==> src/rtl/vedic_mul_pipe_if.sv <==
// Operand/result handshake bundle for the pipelined Vedic multiplier.
// The master drives operands and consumer readiness; the slave is the multiplier.
interface vedic_mul_pipe_if #(
  parameter int WIDTH = 8
);
  logic             in_valid;
  logic             in_ready;
  logic [WIDTH-1:0] in_a;
  logic [WIDTH-1:0] in_b;
  logic             in_signed;
  logic             out_valid;
  logic             out_ready;
  logic [WIDTH-1:0] prod_low;
  logic [WIDTH-1:0] prod_high;
  logic             out_signed;

  modport master (
    output in_valid, in_a, in_b, in_signed, out_ready,
    input  in_ready, out_valid, prod_low, prod_high, out_signed
  );

  modport slave (
    input  in_valid, in_a, in_b, in_signed, out_ready,
    output in_ready, out_valid, prod_low, prod_high, out_signed
  );
endinterface

==> src/rtl/vedic_mul_pipe.sv <==
// Two-stage Urdhva-Tiryakbhyam multiplier with signed/unsigned mode and
// valid/ready flow control; sub-products recurse down to BASE_W-bit leaves.
module vedic_mul_core #(
  parameter int W      = 4,
  parameter int BASE_W = 4
) (
  input  logic [W-1:0]   a,
  input  logic [W-1:0]   b,
  output logic [2*W-1:0] p
);
  generate
    if (W <= BASE_W) begin : g_leaf
      assign p = {{W{1'b0}}, a} * {{W{1'b0}}, b};
    end else begin : g_split
      localparam int H = W / 2;
      logic [W-1:0]   pll_s, plh_s, phl_s, phh_s;
      logic [W+H-1:0] x_s, y_s, z_s, sum_s, cry_s;

      vedic_mul_core #(.W(H), .BASE_W(BASE_W)) u_ll (.a(a[H-1:0]), .b(b[H-1:0]), .p(pll_s));
      vedic_mul_core #(.W(H), .BASE_W(BASE_W)) u_lh (.a(a[H-1:0]), .b(b[W-1:H]), .p(plh_s));
      vedic_mul_core #(.W(H), .BASE_W(BASE_W)) u_hl (.a(a[W-1:H]), .b(b[H-1:0]), .p(phl_s));
      vedic_mul_core #(.W(H), .BASE_W(BASE_W)) u_hh (.a(a[W-1:H]), .b(b[W-1:H]), .p(phh_s));

      // high term and low carry-out never overlap, so they share one CSA operand
      assign x_s   = {phh_s, pll_s[W-1:H]};
      assign y_s   = {{H{1'b0}}, plh_s};
      assign z_s   = {{H{1'b0}}, phl_s};
      assign sum_s = x_s ^ y_s ^ z_s;
      assign cry_s = ((x_s & y_s) | (x_s & z_s) | (y_s & z_s)) << 1'b1;
      assign p     = {sum_s + cry_s, pll_s[H-1:0]};
    end
  endgenerate
endmodule

module vedic_mul_pipe #(
  parameter int WIDTH  = 8,
  parameter int BASE_W = 4
) (
  input logic            clk,
  input logic            rst,
  vedic_mul_pipe_if.slave bus
);
  localparam int H = WIDTH / 2;

  logic               s1_adv_s, s2_adv_s;
  logic               sa_s, sb_s;
  logic [WIDTH-1:0]   a_mag_s, b_mag_s;
  logic [WIDTH-1:0]   pll_s, plh_s, phl_s, phh_s;
  logic               s1_valid_r, s1_neg_r, s1_signed_r;
  logic [WIDTH-1:0]   s1_a_mag_r, s1_b_mag_r;
  logic [WIDTH-1:0]   s1_pll_r, s1_plh_r, s1_phl_r, s1_phh_r;
  logic [WIDTH+H-1:0] csa_x_s, csa_y_s, csa_z_s, csa_sum_s, csa_cry_s;
  logic [2*WIDTH-1:0] mag_prod_s, result_s;
  logic               neg_s;
  logic               s2_valid_r, s2_signed_r;
  logic [2*WIDTH-1:0] s2_prod_r;

  // Stage advance conditions; a drained output frees the whole pipe in one cycle.
  always_comb begin
    s2_adv_s = !s2_valid_r || bus.out_ready;
    s1_adv_s = !s1_valid_r || s2_adv_s;
  end

  assign bus.in_ready   = s1_adv_s;
  assign bus.out_valid  = s2_valid_r;
  assign bus.prod_low   = s2_prod_r[WIDTH-1:0];
  assign bus.prod_high  = s2_prod_r[2*WIDTH-1:WIDTH];
  assign bus.out_signed = s2_signed_r;

  // Operand magnitudes; the most-negative value maps to 2^(WIDTH-1), which still fits.
  always_comb begin
    sa_s = bus.in_signed & bus.in_a[WIDTH-1];
    sb_s = bus.in_signed & bus.in_b[WIDTH-1];
    if (sa_s) a_mag_s = ~bus.in_a + WIDTH'(1);
    else      a_mag_s = bus.in_a;
    if (sb_s) b_mag_s = ~bus.in_b + WIDTH'(1);
    else      b_mag_s = bus.in_b;
  end

  vedic_mul_core #(.W(H), .BASE_W(BASE_W)) u_ll (.a(a_mag_s[H-1:0]),     .b(b_mag_s[H-1:0]),     .p(pll_s));
  vedic_mul_core #(.W(H), .BASE_W(BASE_W)) u_lh (.a(a_mag_s[H-1:0]),     .b(b_mag_s[WIDTH-1:H]), .p(plh_s));
  vedic_mul_core #(.W(H), .BASE_W(BASE_W)) u_hl (.a(a_mag_s[WIDTH-1:H]), .b(b_mag_s[H-1:0]),     .p(phl_s));
  vedic_mul_core #(.W(H), .BASE_W(BASE_W)) u_hh (.a(a_mag_s[WIDTH-1:H]), .b(b_mag_s[WIDTH-1:H]), .p(phh_s));

  // S1: magnitudes, result sign, mode and the four half-width sub-products.
  always_ff @(posedge clk or posedge rst) begin
    if (rst) begin
      s1_valid_r  <= 1'b0;
      s1_neg_r    <= 1'b0;
      s1_signed_r <= 1'b0;
      s1_a_mag_r  <= '0;
      s1_b_mag_r  <= '0;
      s1_pll_r    <= '0;
      s1_plh_r    <= '0;
      s1_phl_r    <= '0;
      s1_phh_r    <= '0;
    end else if (s1_adv_s) begin
      s1_valid_r <= bus.in_valid;
      if (bus.in_valid) begin
        s1_neg_r    <= sa_s ^ sb_s;
        s1_signed_r <= bus.in_signed;
        s1_a_mag_r  <= a_mag_s;
        s1_b_mag_r  <= b_mag_s;
        s1_pll_r    <= pll_s;
        s1_plh_r    <= plh_s;
        s1_phl_r    <= phl_s;
        s1_phh_r    <= phh_s;
      end
    end
  end

  // Combine sub-products and apply the sign; a zero magnitude is never negated.
  always_comb begin
    csa_x_s    = {s1_phh_r, s1_pll_r[WIDTH-1:H]};
    csa_y_s    = {{H{1'b0}}, s1_plh_r};
    csa_z_s    = {{H{1'b0}}, s1_phl_r};
    csa_sum_s  = csa_x_s ^ csa_y_s ^ csa_z_s;
    csa_cry_s  = ((csa_x_s & csa_y_s) | (csa_x_s & csa_z_s) | (csa_y_s & csa_z_s)) << 1'b1;
    mag_prod_s = {csa_sum_s + csa_cry_s, s1_pll_r[H-1:0]};
    neg_s      = s1_neg_r & (|s1_a_mag_r) & (|s1_b_mag_r);
    if (neg_s) result_s = ~mag_prod_s + (2*WIDTH)'(1);
    else       result_s = mag_prod_s;
  end

  // S2: output register, held while the consumer stalls.
  always_ff @(posedge clk or posedge rst) begin
    if (rst) begin
      s2_valid_r  <= 1'b0;
      s2_signed_r <= 1'b0;
      s2_prod_r   <= '0;
    end else if (s2_adv_s) begin
      s2_valid_r <= s1_valid_r;
      if (s1_valid_r) begin
        s2_prod_r   <= result_s;
        s2_signed_r <= s1_signed_r;
      end
    end
  end
endmodule

==> src/flat_wrapper.sv <==
// flat-port wrapper written by rule: the top's interface ports become plain ports
module vedic_mul_pipe_flat 
#(
  parameter int WIDTH  = 8,
  parameter int BASE_W = 4
)
  (clk, rst, bus_in_valid, bus_in_a, bus_in_b, bus_in_signed, bus_out_ready, bus_in_ready, bus_out_valid, bus_prod_low, bus_prod_high, bus_out_signed);
  vedic_mul_pipe_if #(.WIDTH(WIDTH)) bus_i ();
  input logic clk;
  input logic rst;
  input wire logic [$bits(bus_i.in_valid)-1:0] bus_in_valid;
  input wire logic [$bits(bus_i.in_a)-1:0] bus_in_a;
  input wire logic [$bits(bus_i.in_b)-1:0] bus_in_b;
  input wire logic [$bits(bus_i.in_signed)-1:0] bus_in_signed;
  input wire logic [$bits(bus_i.out_ready)-1:0] bus_out_ready;
  output wire logic [$bits(bus_i.in_ready)-1:0] bus_in_ready;
  output wire logic [$bits(bus_i.out_valid)-1:0] bus_out_valid;
  output wire logic [$bits(bus_i.prod_low)-1:0] bus_prod_low;
  output wire logic [$bits(bus_i.prod_high)-1:0] bus_prod_high;
  output wire logic [$bits(bus_i.out_signed)-1:0] bus_out_signed;
  assign bus_i.in_valid = bus_in_valid;
  assign bus_i.in_a = bus_in_a;
  assign bus_i.in_b = bus_in_b;
  assign bus_i.in_signed = bus_in_signed;
  assign bus_i.out_ready = bus_out_ready;
  assign bus_in_ready = bus_i.in_ready;
  assign bus_out_valid = bus_i.out_valid;
  assign bus_prod_low = bus_i.prod_low;
  assign bus_prod_high = bus_i.prod_high;
  assign bus_out_signed = bus_i.out_signed;
  vedic_mul_pipe #(.WIDTH(WIDTH), .BASE_W(BASE_W)) u_core (.clk(clk), .rst(rst), .bus(bus_i));
endmodule
==> config.mk <==
export PLATFORM = sky130hd
export DESIGN_NAME = vedic_mul_pipe_flat
export DESIGN_NICKNAME = d
export VERILOG_FILES = /design/src/rtl/vedic_mul_pipe_if.sv /design/src/rtl/vedic_mul_pipe.sv /design/src/flat_wrapper.sv
export SDC_FILE = /design/constraint.sdc
export NUM_CORES = 1
export LEC_CHECK = 0
export CORE_MARGIN = 1.5
export CORE_UTILIZATION = 60
export CTS_CLUSTER_SIZE = 12
export DETAILED_ROUTE_END_ITERATION = 8
export GPL_TIMING_DRIVEN = 0
export PLACE_DENSITY = 0.81
export SLEW_MARGIN = 20
export SYNTH_ARGS = -nofsm -noshare
export SYNTH_HDL_FRONTEND = slang
export SYNTH_HIERARCHICAL = 1
export SYNTH_SLANG_ARGS = --single-unit
==> constraint.sdc <==
create_clock -name clk -period 3.85 [get_ports clk]
set_input_delay 0.77 -clock clk [delete_from_list [all_inputs] [get_ports clk]]
set_output_delay 0.77 -clock clk [all_outputs]
set_load 0.02 [all_outputs]
* Word-level counts from Yosys, hierarchy flattened
Index checks and enable logic that the tools add are counted.
Operators by class: mux-type cells 3, order comparisons 0, $add $sub $neg 4, multipliers 4, eq/ne operators 0, shift-type cells 0, divide/modulo/power cells 0, reductions and logical operators 8, bitwise logic cells 15
Operator list (number):
- $mul A4 B4 Y8 | 4
- $xor A12 B8 Y12 | 2
- $and A11 B8 Y11 | 2
- $or A11 B11 Y11 | 2
- $add A16 B1 Y16 const B | 1
- $add A8 B1 Y8 const B | 2
- $mux W16 | 1
- $mux W8 | 2
- $not A16 Y16 | 1
- $not A8 Y8 | 2
- $reduce_or A8 Y1 | 2
- $add A12 B12 Y12 | 1
- $and A8 B8 Y8 | 1
- $and A1 B1 Y1 | 4
- $reduce_and A2 Y1 | 2
- $logic_not A1 Y1 | 2
- $logic_or A1 B1 Y1 | 2
- $xor A1 B1 Y1 | 1
Storage, ports and cells: bits in registers 69, latch bits 0, output and inout port bits 19, memory bits (writable) 0, bits in read-only memories 0, logic and storage cells 46, memories kept 0

* Depth between registers and ports, before layout
depth after elaboration 7, mapped depth 14, gate-level depth less buffers 14

* By module
The synthesis kept the hierarchy.
Modules (own cells, without submodules):
- vedic_mul_pipe | cells an instance 352, area each 3872.5 sq um, seq. area each 1726.7 sq um, instances 1
- vedic_mul_core at u_core.u_hh ... | cells an instance 51, area each 464.2 sq um, seq. area each 0.0 sq um, instances 2
- vedic_mul_core at u_core.u_lh | cells an instance 51, area each 449.2 sq um, seq. area each 0.0 sq um, instances 1
- vedic_mul_core at u_core.u_hl | cells an instance 51, area each 447.9 sq um, seq. area each 0.0 sq um, instances 1

* Worst setup path before layout
Ideal clock, no wire load.
path type input to register, start point input port bus_in_a[4], end point register u_core.s1_phh_r[7], arrival time 4.122 ns, stages on the path 13, slack -0.397 ns, data required time 3.725 ns, path buffers 0, cell sequence or3_1 -> nor3_1 -> nor2_1 -> xor2_1 -> nand2_1 -> fa_1 -> inv_1 -> fa_1 -> ha_1 -> a211oi_2 -> nor3_1 -> or3b_1 -> mux2_2
On the way: cells in the longest elaborated chain, start to end 4
RTL lines:
- start, declared | line flat_wrapper.sv:12 | input wire logic [$bits(bus_i.in_a)-1:0] bus_in_a;
- $not A8 Y8 | line vedic_mul_pipe.sv:74 | if (sa_s) a_mag_s = ~bus.in_a + WIDTH'(1);
- $add A8 B1 Y8 | line vedic_mul_pipe.sv:74
- $mux W8 | line vedic_mul_pipe.sv:74
- net u_core.a_mag_s[5] | line vedic_mul_pipe.sv:47 | logic [WIDTH-1:0] a_mag_s, b_mag_s;
- $mul A4 B4 Y8 | line vedic_mul_pipe.sv:13 | assign p = {{W{1'b0}}, a} * {{W{1'b0}}, b};
- net u_core.phh_s[7] | line vedic_mul_pipe.sv:48 | logic [WIDTH-1:0] pll_s, plh_s, phl_s, phh_s;
- end signal, assigned | line vedic_mul_pipe.sv:107 | s1_phh_r <= phh_s;
- end, declared | line vedic_mul_pipe.sv:51 | logic [WIDTH-1:0] s1_pll_r, s1_plh_r, s1_phl_r, s1_phh_r;
The timed path passes the listed nets, and every way through them passes these cells. A chain may end at the register's enable or synchronous reset.

* Worst setup path after layout
Same ends and word-level chain as after synthesis.

==> impl_metrics.env <==
export IMPL_avgViaCountPerCell=5.91
export IMPL_synth_area_leaders="dfrtp_1 30%, ha_1 13%, mux2_2 9.7%"
export IMPL_cts_clk_slew_worst_paths_ps=80
export IMPL_ir_drop_uv=434
export IMPL_p_seq_share_pct=24.4
export IMPL_finalSetupViolCount=4
export IMPL_yosysTopAreaCell="dfrtp_1"
export IMPL_clk_latency_ps=360
export IMPL_hp_class="flip-flop to flip-flop"
export IMPL_ant_nets=0
export IMPL_grt_ovfl_total=0
export IMPL_finalNonFillerCells=768
export IMPL_p_clk_share_pct=14.9
export IMPL_period_needed_ps=3950
export IMPL_post_route_period_util_pct=102
export IMPL_drtPass1Iterations=4
export IMPL_cp_end_kind="flip-flop"
export IMPL_synth_most_common_cell="dfrtp_1"
export IMPL_hpwl_um=9130
export IMPL_p_total_mw=4.57
export IMPL_synth_flop_cell="dfrtp_1"
export IMPL_netlist_area_leader_share_pct=30.3
export IMPL_core_area_um2=9240
export IMPL_drive_gt1_share_pct=28.2
export IMPL_power_switching_mw=2.03
export IMPL_finalClockSkew_ps=10.3
export IMPL_synth_edff_count=0
export IMPL_route_detailed_drc=0
export IMPL_syn_area_um2=5700
export IMPL_clock_sinks=69
export IMPL_dp_cells=725
export IMPL_criticalPathCategory="input pin to flip-flop"
export IMPL_grt_pass1_wl_um=21300
export IMPL_powerDensity_nw_per_um2=643
export IMPL_grt_max_degree=53
export IMPL_dieArea_um2=10100
export IMPL_syn_area_per_cell_um2=10.2
export IMPL_cts_tree="yes"
export IMPL_vias=4536
export IMPL_fmax_mhz=253
export IMPL_cp_max_fo=9
export IMPL_violations="negative setup slack"
export IMPL_htreeDepth=3
export IMPL_syn_instance_count=556
export IMPL_finalMaxSlewViolations=0
export IMPL_fin_area_um2=7100
export IMPL_root_buffer="clkbuf_8"
export IMPL_post_dp_cell_area_um2=6340
export IMPL_yosys_warnings=6
export IMPL_worstSetupStartpointType="input pin"
export IMPL_cts_buffer_depth=2
export IMPL_combPwrFrac_pct=60.7
export IMPL_cts_buffers=9
export IMPL_antenna_found_initial=0
export IMPL_area_growth_pct=24.7
export IMPL_holdWs_ps=481
export IMPL_status="complete, but fails checks"
export IMPL_io_buffers=39
export IMPL_p_leak_nw=3.26
export IMPL_required_ps=4090
export IMPL_io_pins=40
export IMPL_drt_iter0_drc=160
export IMPL_wl_per_cell_um=17.7
export IMPL_cp_arrival_ps=4190
export IMPL_num_antenna_cells=0
export IMPL_totalWireLength_um=13600
export IMPL_finalWeightedCongestion=0.832
export IMPL_worst_pin_slew_ps=752
export IMPL_die_w_um=100
export IMPL_rows=35
export IMPL_n_fill_cell=580
export IMPL_synth_nets=661
export IMPL_start_util_pct=61.7
export IMPL_yosys_register_bits=69
export IMPL_slew_headroom_pct=49.9
export IMPL_grt_pass1_vias=4613
export IMPL_maxCapViolCount=0
export IMPL_nNetsFinal=739
export IMPL_ys_types=60
export IMPL_yosysSeqAreaShare_pct=30.3
export IMPL_sw_frac_of_total_pct=44.4
export IMPL_hold_buffers=0
export IMPL_synth_common_cells="69 x dfrtp_1, 59 x ha_1, 54 x and2_1, 49 x mux2_2, 49 x nand2_1"
export IMPL_grt_use_total_pct=27.1
export IMPL_hold_viol=0
export IMPL_fin_ws_ps=-95.7
export IMPL_die_y_um=100
export IMPL_async_flop_share_pct=100
export IMPL_rsz0062_at_grt="true"
export IMPL_power_internal_mw=2.54
## logic make-up after synthesis
group           after synthesis  share of synthesized area, %
simple gates                180                          17.3
buf+inv                      37                          2.44
flops                        69                          30.3
compound gates               98                          12.5
fa+ha+maj                    84                          21.7
mux                          50                          9.86
xor+xnor                     38                          5.84
## what timing repair did
item / 4_1_cts / 5_1_grt
buffers inserted: 23 / 4
pin swaps: 29 / 14
resized for setup: 107 / 33
endpoints found under the hold margin: 0 / 0
setup endpoints to repair: 20 / 10
## layer usage
layer	GRT usage [%]	share of wire, %
met1	32.4	42
met2	48.1	51
met3	3.74	3.9
met4	13.0	3.2
met5	0	0
## through the flow
step	worst slack, ps	setup TNS (ps)	utilization, %
after global placement	-1490	-22150	68.3
after detailed placement	-1630	-24340	68.6
after CTS	-52.2	-52.2	74.9
final	-95.7	-227	76.9
after floorplan	-250	-561	-
after global routing	-172	-603	76.9
## power by group through the flow
| stage | Combinational, mW | Clock (mW) | Sequential (mW) |
|---|---|---|---|
| after global routing | 3.04 | 0.721 | 1.14 |
| after detailed placement | 2.55 | 0 | 1.13 |
| after floorplan | 1.88 | 0 | 1.18 |
| after global placement | 2.47 | 0 | 1.11 |
| final | 2.77 | 0.679 | 1.12 |
| after CTS | 2.66 | 0.691 | 1.11 |
## sequential cells by signal (all words and copies together) (netlist names)
| name | flops |
|---|---|
| u_core/s2_prod_r | 16 |
| u_core/s1_a_mag_r | 8 |
| u_core/bus.out_signed | 1 |
| u_core/bus.out_valid | 1 |
| u_core/s1_b_mag_r | 8 |
| u_core/s1_phl_r | 8 |
| u_core/s1_signed_r | 1 |
| u_core/s1_pll_r | 8 |
| u_core/s1_valid_r | 1 |
| u_core/s1_plh_r | 8 |
| u_core/s1_neg_r | 1 |
| u_core/s1_phh_r | 8 |
## path summary, 6_finish.rpt
path,startpoint,end,slack (ps),cells past startpoint
worst max-delay path,bus_in_a[4],u_core/s1_phh_r[7]$_DFFE_PP0P_,-100,13
worst min-delay path,u_core/bus.out_signed$_DFFE_PP0P_,u_core/bus.out_signed$_DFFE_PP0P_,480,2
worst max register to register,u_core/s1_pll_r[5]$_DFFE_PP0P_,u_core/s2_prod_r[15]$_DFFE_PP0P_,560,9
worst min register to register,u_core/bus.out_signed$_DFFE_PP0P_,u_core/bus.out_signed$_DFFE_PP0P_,480,2
max in group asynchronous,rst,u_core/s1_phl_r[3]$_DFFE_PP0P_,2630,3
min in group asynchronous,rst,u_core/s2_prod_r[1]$_DFFE_PP0P_,700,2
## cell usage in the layout (no fill, tap or decap), drive strengths merged, types with 3 or more instances in the layout
cell type and count:
clkbuf 21, a31oi 3, and2 54, and3 3, nor2b 3, nand2b 8, nand3 7, xor2 22
nor2 18, dfrtp 69, o221ai 4, a2111oi 4, nor3b 4, nor4 5, o2111ai 4, fa 25
xnor2 16, or3b 5, nor3 11, inv 32, a21oi 15, clkdlybuf4s50 23, a22oi 3, a211o 4
a21o 10, buf 38, ha 59, nand4 3, a211oi 7, nand2 49, mux2 49, o21ai 29
## cell type report
class / count / area [µm²] / share of cell area [%]
timing repair buffer: 67 / 597 / 8.40
multi-input combinational: 450 / 4250 / 59.8
sequential: 69 / 1730 / 24.3
clock inverter: 7 / 103 / 1.44
clock buffer: 9 / 124 / 1.74
buffer: 9 / 33.8 / 0.476
tap: 129 / 161 / 2.27
inverter: 28 / 110 / 1.55
## worst max-delay path, stage by stage
cell and delay [ps]:
buf_6 110, or3_4 400, nor3_4 150, nand2_1 90
a21boi_2 370, and2_1 230, fa_1 430, ha_1 310
ha_1 370, o21ai_2 200, nor3_1 70, or3b_1 400
mux2_4 280
No activity file was read; power rests on OpenSTA's default activity.
